$ cat config.mk
export PLATFORM = sky130hd
export DESIGN_NAME = wb_arbiter_flat
export DESIGN_NICKNAME = d
export VERILOG_FILES = /design/src/rtl/wb_arbiter_pkg.sv /design/src/rtl/wb_arbiter_if.sv /design/src/rtl/wb_arbiter_slot.sv /design/src/rtl/wb_arbiter.sv /design/src/flat_wrapper.sv
export SDC_FILE = /design/constraint.sdc
export NUM_CORES = 1
export LEC_CHECK = 0
export ABC_CLOCK_PERIOD_IN_PS = 2100
export CORE_ASPECT_RATIO = 1.4
export CORE_MARGIN = 10
export CORE_UTILIZATION = 56
export CTS_CLUSTER_SIZE = 20
export DETAILED_ROUTE_END_ITERATION = 10
export DONT_BUFFER_PORTS = 1
export HOLD_SLACK_MARGIN = 0.02
export PLACE_DENSITY = 0.71
export REMOVE_ABC_BUFFERS = 1
export SLEW_MARGIN = 30
export SYNTH_ARGS = -nofsm -noshare
export SYNTH_HDL_FRONTEND = slang
export SYNTH_SLANG_ARGS = --single-unit
export TNS_END_PERCENT = 100
$ cat constraint.sdc
create_clock -name clk -period 2.1 [get_ports clk]
set_clock_uncertainty 0.15 [all_clocks]
set_input_delay 0.42 -clock clk [delete_from_list [all_inputs] [get_ports clk]]
set_output_delay 0.42 -clock clk [all_outputs]
set_load 0.01 [all_outputs]
$ cat src/rtl/wb_arbiter_pkg.sv
// Shared writeback types: data width, register addressing and the slot entry.
// rd_onehot decodes a destination into a register-file bit mask.
package wb_arbiter_pkg;
  localparam int XLEN       = 32;
  localparam int REG_ADDR_W = 5;
  localparam int NUM_REGS   = 32;

  typedef struct packed {
    logic                  valid;
    logic [REG_ADDR_W-1:0] rd;
    logic [XLEN-1:0]       data;
  } wb_entry_t;

  function automatic logic [NUM_REGS-1:0] rd_onehot(input logic [REG_ADDR_W-1:0] rd);
    logic [NUM_REGS-1:0] m;
    m     = '0;
    m[rd] = 1'b1;
    return m;
  endfunction
endpackage

$ cat src/rtl/wb_arbiter_if.sv
// Writeback bus: two valid/ready source channels in, one register-file write port out,
// plus the pending-destination mask and busy status for the core's hazard logic.
interface wb_arbiter_if;
  import wb_arbiter_pkg::*;

  logic                  ex_valid;
  logic                  ex_ready;
  logic [REG_ADDR_W-1:0] ex_rd;
  logic [XLEN-1:0]       ex_data;
  logic                  mem_valid;
  logic                  mem_ready;
  logic [REG_ADDR_W-1:0] mem_rd;
  logic [XLEN-1:0]       mem_data;
  logic                  is_write;
  logic [REG_ADDR_W-1:0] wb_addr;
  logic [XLEN-1:0]       wb_data;
  logic [NUM_REGS-1:0]   pend_mask;
  logic                  busy;

  modport master (
    output ex_valid, ex_rd, ex_data, mem_valid, mem_rd, mem_data,
    input  ex_ready, mem_ready, is_write, wb_addr, wb_data, pend_mask, busy
  );

  modport slave (
    input  ex_valid, ex_rd, ex_data, mem_valid, mem_rd, mem_data,
    output ex_ready, mem_ready, is_write, wb_addr, wb_data, pend_mask, busy
  );
endinterface

$ cat src/rtl/wb_arbiter_slot.sv
// One-entry holding slot: accepts when empty or being granted, so a source can stream 1/cycle.
// Writes to x0 complete the handshake but leave the slot empty.
module wb_slot
  import wb_arbiter_pkg::*;
(
  input  logic                  clk,
  input  logic                  rst_n,
  input  logic                  in_valid,
  input  logic [REG_ADDR_W-1:0] in_rd,
  input  logic [XLEN-1:0]       in_data,
  output logic                  in_ready,
  input  logic                  grant,
  output wb_entry_t             entry
);
  // Ready never looks at in_valid, only at held state and this cycle's grant.
  assign in_ready = !entry.valid || grant;

  always_ff @(posedge clk) begin
    if (!rst_n) begin
      entry <= '0;
    end else if (in_valid && in_ready) begin
      entry.valid <= (in_rd != '0);
      entry.rd    <= in_rd;
      entry.data  <= in_data;
    end else if (grant) begin
      entry.valid <= 1'b0;
    end
  end
endmodule

$ cat src/rtl/wb_arbiter.sv
// Arbitrates EX and MEM writeback slots onto the single register-file write port.
// MEM has priority; EX is forced through after MAX_WAIT consecutive losses.
module wb_arbiter
  import wb_arbiter_pkg::*;
#(
  parameter int MAX_WAIT = 4
) (
  input logic        clk,
  input logic        rst_n,
  wb_arbiter_if.slave bus
);
  wb_entry_t             ex_entry;
  wb_entry_t             mem_entry;
  logic                  grant_ex;
  logic                  grant_mem;
  logic                  ex_forced;
  logic [3:0]            wait_cnt;
  logic                  wr_q;
  logic [REG_ADDR_W-1:0] addr_q;
  logic [XLEN-1:0]       data_q;
  logic [NUM_REGS-1:0]   mask;

  wb_slot u_ex_slot (
    .clk      (clk),
    .rst_n    (rst_n),
    .in_valid (bus.ex_valid),
    .in_rd    (bus.ex_rd),
    .in_data  (bus.ex_data),
    .in_ready (bus.ex_ready),
    .grant    (grant_ex),
    .entry    (ex_entry)
  );

  wb_slot u_mem_slot (
    .clk      (clk),
    .rst_n    (rst_n),
    .in_valid (bus.mem_valid),
    .in_rd    (bus.mem_rd),
    .in_data  (bus.mem_data),
    .in_ready (bus.mem_ready),
    .grant    (grant_mem),
    .entry    (mem_entry)
  );

  assign ex_forced = (wait_cnt == 4'(MAX_WAIT));
  assign grant_ex  = ex_entry.valid && (!mem_entry.valid || ex_forced);
  assign grant_mem = mem_entry.valid && !grant_ex;

  // Counts consecutive EX losses; once it reaches MAX_WAIT EX wins, which clears it.
  always_ff @(posedge clk) begin
    if (!rst_n) begin
      wait_cnt <= '0;
    end else if (ex_entry.valid && !grant_ex) begin
      wait_cnt <= ex_forced ? wait_cnt : wait_cnt + 4'd1;
    end else begin
      wait_cnt <= '0;
    end
  end

  always_ff @(posedge clk) begin
    if (!rst_n) begin
      wr_q   <= 1'b0;
      addr_q <= '0;
      data_q <= '0;
    end else if (grant_ex) begin
      wr_q   <= 1'b1;
      addr_q <= ex_entry.rd;
      data_q <= ex_entry.data;
    end else if (grant_mem) begin
      wr_q   <= 1'b1;
      addr_q <= mem_entry.rd;
      data_q <= mem_entry.data;
    end else begin
      wr_q   <= 1'b0;
    end
  end

  always_comb begin
    mask = '0;
    if (ex_entry.valid)  mask = mask | rd_onehot(ex_entry.rd);
    if (mem_entry.valid) mask = mask | rd_onehot(mem_entry.rd);
    if (wr_q)            mask = mask | rd_onehot(addr_q);
    mask[0] = 1'b0;
  end

  assign bus.is_write  = wr_q;
  assign bus.wb_addr   = addr_q;
  assign bus.wb_data   = data_q;
  assign bus.pend_mask = mask;
  assign bus.busy      = ex_entry.valid || mem_entry.valid || wr_q;
endmodule

$ cat src/flat_wrapper.sv
// flat-port wrapper written by rule: the top's interface ports become plain ports
module wb_arbiter_flat import wb_arbiter_pkg::*;
#(
  parameter int MAX_WAIT = 4
)
  (clk, rst_n, bus_ex_valid, bus_ex_rd, bus_ex_data, bus_mem_valid, bus_mem_rd, bus_mem_data, bus_ex_ready, bus_mem_ready, bus_is_write, bus_wb_addr, bus_wb_data, bus_pend_mask, bus_busy);
  wb_arbiter_if bus_i ();
  input logic clk;
  input logic rst_n;
  input wire logic [$bits(bus_i.ex_valid)-1:0] bus_ex_valid;
  input wire logic [$bits(bus_i.ex_rd)-1:0] bus_ex_rd;
  input wire logic [$bits(bus_i.ex_data)-1:0] bus_ex_data;
  input wire logic [$bits(bus_i.mem_valid)-1:0] bus_mem_valid;
  input wire logic [$bits(bus_i.mem_rd)-1:0] bus_mem_rd;
  input wire logic [$bits(bus_i.mem_data)-1:0] bus_mem_data;
  output wire logic [$bits(bus_i.ex_ready)-1:0] bus_ex_ready;
  output wire logic [$bits(bus_i.mem_ready)-1:0] bus_mem_ready;
  output wire logic [$bits(bus_i.is_write)-1:0] bus_is_write;
  output wire logic [$bits(bus_i.wb_addr)-1:0] bus_wb_addr;
  output wire logic [$bits(bus_i.wb_data)-1:0] bus_wb_data;
  output wire logic [$bits(bus_i.pend_mask)-1:0] bus_pend_mask;
  output wire logic [$bits(bus_i.busy)-1:0] bus_busy;
  assign bus_i.ex_valid = bus_ex_valid;
  assign bus_i.ex_rd = bus_ex_rd;
  assign bus_i.ex_data = bus_ex_data;
  assign bus_i.mem_valid = bus_mem_valid;
  assign bus_i.mem_rd = bus_mem_rd;
  assign bus_i.mem_data = bus_mem_data;
  assign bus_ex_ready = bus_i.ex_ready;
  assign bus_mem_ready = bus_i.mem_ready;
  assign bus_is_write = bus_i.is_write;
  assign bus_wb_addr = bus_i.wb_addr;
  assign bus_wb_data = bus_i.wb_data;
  assign bus_pend_mask = bus_i.pend_mask;
  assign bus_busy = bus_i.busy;
  wb_arbiter #(.MAX_WAIT(MAX_WAIT)) u_core (.clk(clk), .rst_n(rst_n), .bus(bus_i));
endmodule
# After elaboration in Yosys (flattened, before gate mapping)
# Index checks and enable logic that the tools add are counted.
# word_totals
word_cells	61
out_inout_bits	73
register_bits	118
inputBits	78
# classes
addsub	1
mux	19
n_eq_ne	1
reduce_logical	22
n_lt_le_gt_ge	6
n_bitwise	2
# op_table
cell	n
$mux 32	5
$or 32x32->32	2
$lt 5x6->1 const B	3
$demux 1 s5	3
$ge 5x1->1 const B	3
$mux 5	2
$reduce_bool 5->1	2
$mux 1	9
$logic_and 1x1->1	8
$reduce_bool 2->1	3
$logic_or 1x1->1	5
$add 4x1->4 const B	1
$eq 4x3->1 const B	1
$logic_not 1->1	3
$reduce_and 2->1	1

# Depth between registers and ports, before layout
# depth
ltp_word	9
ltp_mapped	8
depth_no_buf	5

# By module
# From an unflattened synthesis, not the netlist that was laid out.
# hier_totals
hier_cells	787
area_unflattened_um2	6734.0
# by_module_without_submodules
module	seq_area_each_um2	n_inst	cells_per_inst	area_per_inst_um2
wb_arbiter	840.8	1	455	3601.0
wb_slot	760.7	2	166	1566.5

# Worst setup path after synthesis
# No wires, ideal clock.
# synth_timing
kind	register to output
from	reg u_core.wait_cnt[0]
to	out bus_ex_ready
stages_incl_launch_ff	6
path_slack_ps	209
required_time_ps	1530
t_arrival_ps	1321
path_buffers	1
path_cell_list	dfxtp_1 -> inv_1 -> ha_1 -> nand3b_1 -> clkbuf_1 -> nand3_1
# synth_between
elab_chain_len	4
# synth_rtl
element	line_no	rtl
from (decl)	wb_arbiter.sv:17	logic [3:0] wait_cnt;
from (signal assigned)	wb_arbiter.sv:54	wait_cnt <= ex_forced ? wait_cnt : wait_cnt + 4'd1;
$eq 4x3->1	wb_arbiter.sv:45	assign ex_forced = (wait_cnt == 4'(MAX_WAIT));
$logic_or 1x1->1	wb_arbiter.sv:46	assign grant_ex = ex_entry.valid && (!mem_entry.valid || ex_forced);
$logic_and 1x1->1	wb_arbiter.sv:46	
$logic_or 1x1->1	wb_arbiter_slot.sv:16	assign in_ready = !entry.valid || grant;
to (decl)	flat_wrapper.sv:16	output wire logic [$bits(bus_i.ex_ready)-1:0] bus_ex_ready;
# No other way between the ends.

# Worst setup path in the final report
# layout_timing
from	reg u_core.u_ex_slot.entry[34] in the netlist's numbering
to	out bus_pend_mask[27]
# layout_between
elab_chain_len	9
word_cells_on_any_way	10
# layout_rtl
element	line_no	rtl
from (decl)	wb_arbiter_slot.sv:13	output wb_entry_t entry
$lt 5x6->1 (not written as such) or $ge 5x1->1 (tied branches)	wb_arbiter_pkg.sv:17	m[rd] = 1'b1;
$logic_and 1x1->1 (not written as such)	wb_arbiter_pkg.sv:17	
$mux 1 (not written as such)	wb_arbiter_pkg.sv:17	
$demux 1 s5 *	n/a	
$mux 32 *	wb_arbiter.sv:80	if (ex_entry.valid) mask = mask | rd_onehot(ex_entry.rd);
$or 32x32->32	wb_arbiter.sv:81	if (mem_entry.valid) mask = mask | rd_onehot(mem_entry.rd);
$mux 32 *	wb_arbiter.sv:81	
$or 32x32->32	wb_arbiter.sv:82	if (wr_q) mask = mask | rd_onehot(addr_q);
$mux 32 *	wb_arbiter.sv:82	
to (decl)	flat_wrapper.sv:21	output wire logic [$bits(bus_i.pend_mask)-1:0] bus_pend_mask;
# Every way passes the cells marked *; elsewhere a longest branch is shown, timed or not.

==> impl_metrics.toml <==
[outcome]
status = "finished with violations"
violations = "negative setup slack"

[layout]
syn_to_final_growth_pct = 22.2
fin_area_um2 = 8840
drive_gt1_share_pct = 16.8
final_nets = 1004
n_fill_cell = 960
final_util_pct = 69.3

[pwr]
power_density_nw_per_um2 = 726
leakagePower_nw = 4.00
vdd.ir_drop.worst_mv = 0.610

[floorplanning]
die_h_um = 154
fp.dieW_um = 116
die_area_um2 = 17900
start_util_pct = 56.7
row_count = 49
coreArea_um2 = 12800
io_pins = 151

[routing]
vias = 7492
wl_met1_um = 9030
drt_iter0_drc = 806
avgViaCountPerCell = 6.87
wl_met3_um = 2080
routed_wl_um = 24300
top_layer_used = "met4"
wl_per_cell_um = 22.3
route.met2.wl_um = 12200
drc = 0
drt.antenna.violating_nets = 0
firstDrtPassIters = 6

[synth]
netlist.area_leader.share_pct = 32.7
synth_area_leader_cell = "dfxtp_1"
syn_avg_cell_area_um2 = 8.09
netlist_area_um2 = 7230
ys_warn_count = 0
synthAdderAreaFrac_pct = 0.346
ys_ff_latch = 118
synth_xor_area_share_pct = 0
ys_types = 41
synth_top_family_by_area = "simple AND/OR/NAND/NOR gates"
synth_top_cells_by_area = "dfxtp_1, and3b_1, nand2_1"
synthCells = 894
synth-seq-area-share_pct = 32.7
synth-compound-area-share_pct = 17.0
yosys.area_share.simple_pct = 32.4
muxShareOfSynthArea_pct = 10.7

[setup_path]
crit_arrival_ns = 1.62
crit_path_max_fanout = 8
crit_required_ns = 1.53
r2r_slack_ns = 0.15
worstSetupPathType = "reg2out"
r2r-start = "u_core.wait_cnt[0]"
worstSetupStartpointType = "flop"
r2r-end = "u_core.u_ex_slot.entry[22]"
cp-end-kind = "output port"
reg2regPathDepth = 6

[grt]
grt_max_degree = 197
grt_pass1_vias = 7405
grt_pass1_wl_um = 37500
grt_use_total_pct = 25.6
overflow = 0
antenna_found_initial = 1

[clocking]
numCtsBuffers = 17
clk-insertion-delay-late_ns = 0.42
clk_pin_slew_ns = 0.05
cts.sinks = 118
clockBufferDepth = 2
cts_htree_levels = 4
cts_root_buf = "clkbuf_16"
cts_tree = "built"

[timing]
tightestPinTransition_ns = 0.915
period_share_pct = 104
setup_violations = 5
fmax_mhz = 457
holdWs_ns = 0.0169
layout_setup_ws_ns = -0.0867
drv_slew = 0
period_minus_slack_ns = 2.19
rsz0062_at_grt = "yes"
relSlewSlack_pct = 39.0
hold_viol_final = 0

[job]
cap_violations = 0

[worst_hold_path]
hold_path_class = "in2reg"
min-delay-start = "rst_n"
hold_path_depth = 2
min_to = "u_core.u_ex_slot.entry[30]"

[placed_design]
place_area_um2 = 7180
pre_cts_ws_ns = 0.151
portBuffers = 0
dp_hpwl_um = 14300
globalplace.congestion = 0.935
## cells in the final DEF (no fill, tap or decap), types with 3 or more instances in the layout
cell type	netlist	routed
and3_4	0	5
mux2i_1	40	40
clkinv_2	0	3
a21oi_1	34	34
o211ai_1	4	4
a2bb2oi_1	33	33
nand4_1	37	37
clkbuf_16	0	18
nor3_1	3	3
nor2_1	6	6
nand2_1	136	133
a22oi_1	29	24
and3b_2	0	9
a41o_1	3	3
buf_12	3	5
o21ai_0	35	35
dfxtp_1	118	99
dfxtp_2	0	8
dfxtp_4	0	11
and3_1	41	36
nand2b_1	4	4
a22oi_2	0	5
clkbuf_8	0	5
a31oi_1	37	37
mux2_2	33	33
inv_1	8	8
and3b_1	86	77
dlygate4sd3_1	0	72
nor3b_2	1	8
nand2_2	0	3
buf_4	2	32
nand3_1	76	75
## registers in the layout (all words and copies together) (netlist names)
name                     flops
u_core.bus.is_write          1
u_core.bus.wb_addr           5
u_core.bus.wb_data          32
u_core.u_ex_slot.entry      38
u_core.u_mem_slot.entry     38
u_core.wait_cnt              4
## routing by layer
metal  vias to the layer above  global-route usage [%]
li1                       3365                       -
met1                      3607                    28.3
met2                       442                    42.9
met3                        78                    7.01
met4                         0                    14.5
met5                         -                       0
## worst max path at each step
| stage | startpoint | to | slack (ns) |
|---|---|---|---|
| after floorplan | u_core.u_ex_slot.entry[37] | u_core.bus.wb_addr[1] | -3.63 |
| after global placement | u_core.wait_cnt[0] | u_core.u_ex_slot.entry[6] | 0.25 |
| after detailed placement | u_core.wait_cnt[0] | u_core.u_ex_slot.entry[27] | 0.15 |
| after CTS | u_core.u_ex_slot.entry[34] | bus_pend_mask[27] | -0.03 |
| after global routing | u_core.u_ex_slot.entry[34] | bus_pend_mask[27] | -0.15 |
| final | u_core.u_ex_slot.entry[34] | bus_pend_mask[27] | -0.09 |
## Yosys cell counts
cell	instances
a31oi_1	37
mux2i_1	40
inv_2	1
a22oi_1	29
a32o_1	1
and3b_1	86
buf_4	2
nor3b_1	11
clkbuf_1	69
or4_1	2
nand2_1	136
nand3b_1	2
nand3_1	76
or3_1	1
a41o_1	3
nor3_1	3
a32oi_1	1
and3_1	41
o21ai_0	35
buf_6	2
buf_12	3
o22ai_1	2
o31ai_4	1
o211ai_1	4
nand2b_1	4
buf_1	8
nand4b_1	1
o32a_1	1
conb_1	1
inv_1	8
mux2_2	33
buf_2	16
nand4_1	37
and2_1	1
nor2_1	6
a2bb2oi_1	33
ha_1	2
dfxtp_1	118
a21oi_1	34
nor3b_2	1
a222oi_1	2
## per-stage QoR
step,instances,setup TNS [ns],power (mW)
final,1090,-0.155,6.41
after detailed placement,969,0,3.27
after CTS,1077,-0.0299,6.37
after floorplan,794,-379.32,3.07
after global placement,969,0,3.23
after global routing,1090,-0.747,6.61
## critical path, stage by stage, from the launching register on
cell and delay [ns]:
dfxtp_4 0.39, and3b_2 0.26, a222oi_1 0.41, inv_1 0.15
## final cells by class
type / instances / area [um2] / share of cell area (%)
Inverter: 9 / 33.8 / 0.382
Tap cell: 153 / 191 / 2.17
Sequential cell: 118 / 2410 / 27.3
Antenna cell: 1 / 2.50 / 0.0283
Clock inverter: 7 / 90.1 / 1.02
Timing Repair Buffer: 111 / 1080 / 12.3
Multi-Input combinational cell: 667 / 4500 / 50.9
Clock buffer: 24 / 523 / 5.92
## logic make-up (layout without fill, tap and decap cells)
group,after synthesis,after routing
AND/OR/NAND/NOR,408,408
other,1,2
buffers and inverters,109,151
adder cells (fa/ha/maj),2,2
AO/OA/AOI/OAI,183,183
flip-flops,118,118
multiplexers,73,73
## report_power, final
group	leakage (nW)	switching (mW)	total, mW	internal (mW)
sequential	0.984	0.174	2.59	2.41
combinational	2.72	0.414	0.837	0.423
clock	0.299	1.03	2.99	1.96
total	4.00	1.62	6.41	4.80
## repair_timing
| action | CTS | global route |
|---|---|---|
| hold buffers | 70 | 2 |
| pin swaps | 3 | 18 |
| hold endpoints to repair | 69 | 2 |
| resized for setup | 37 | 28 |
| setup buffers | 7 | 10 |
| endpoints found under the setup margin | 28 | 26 |
(Power assumes the default switching activity.)
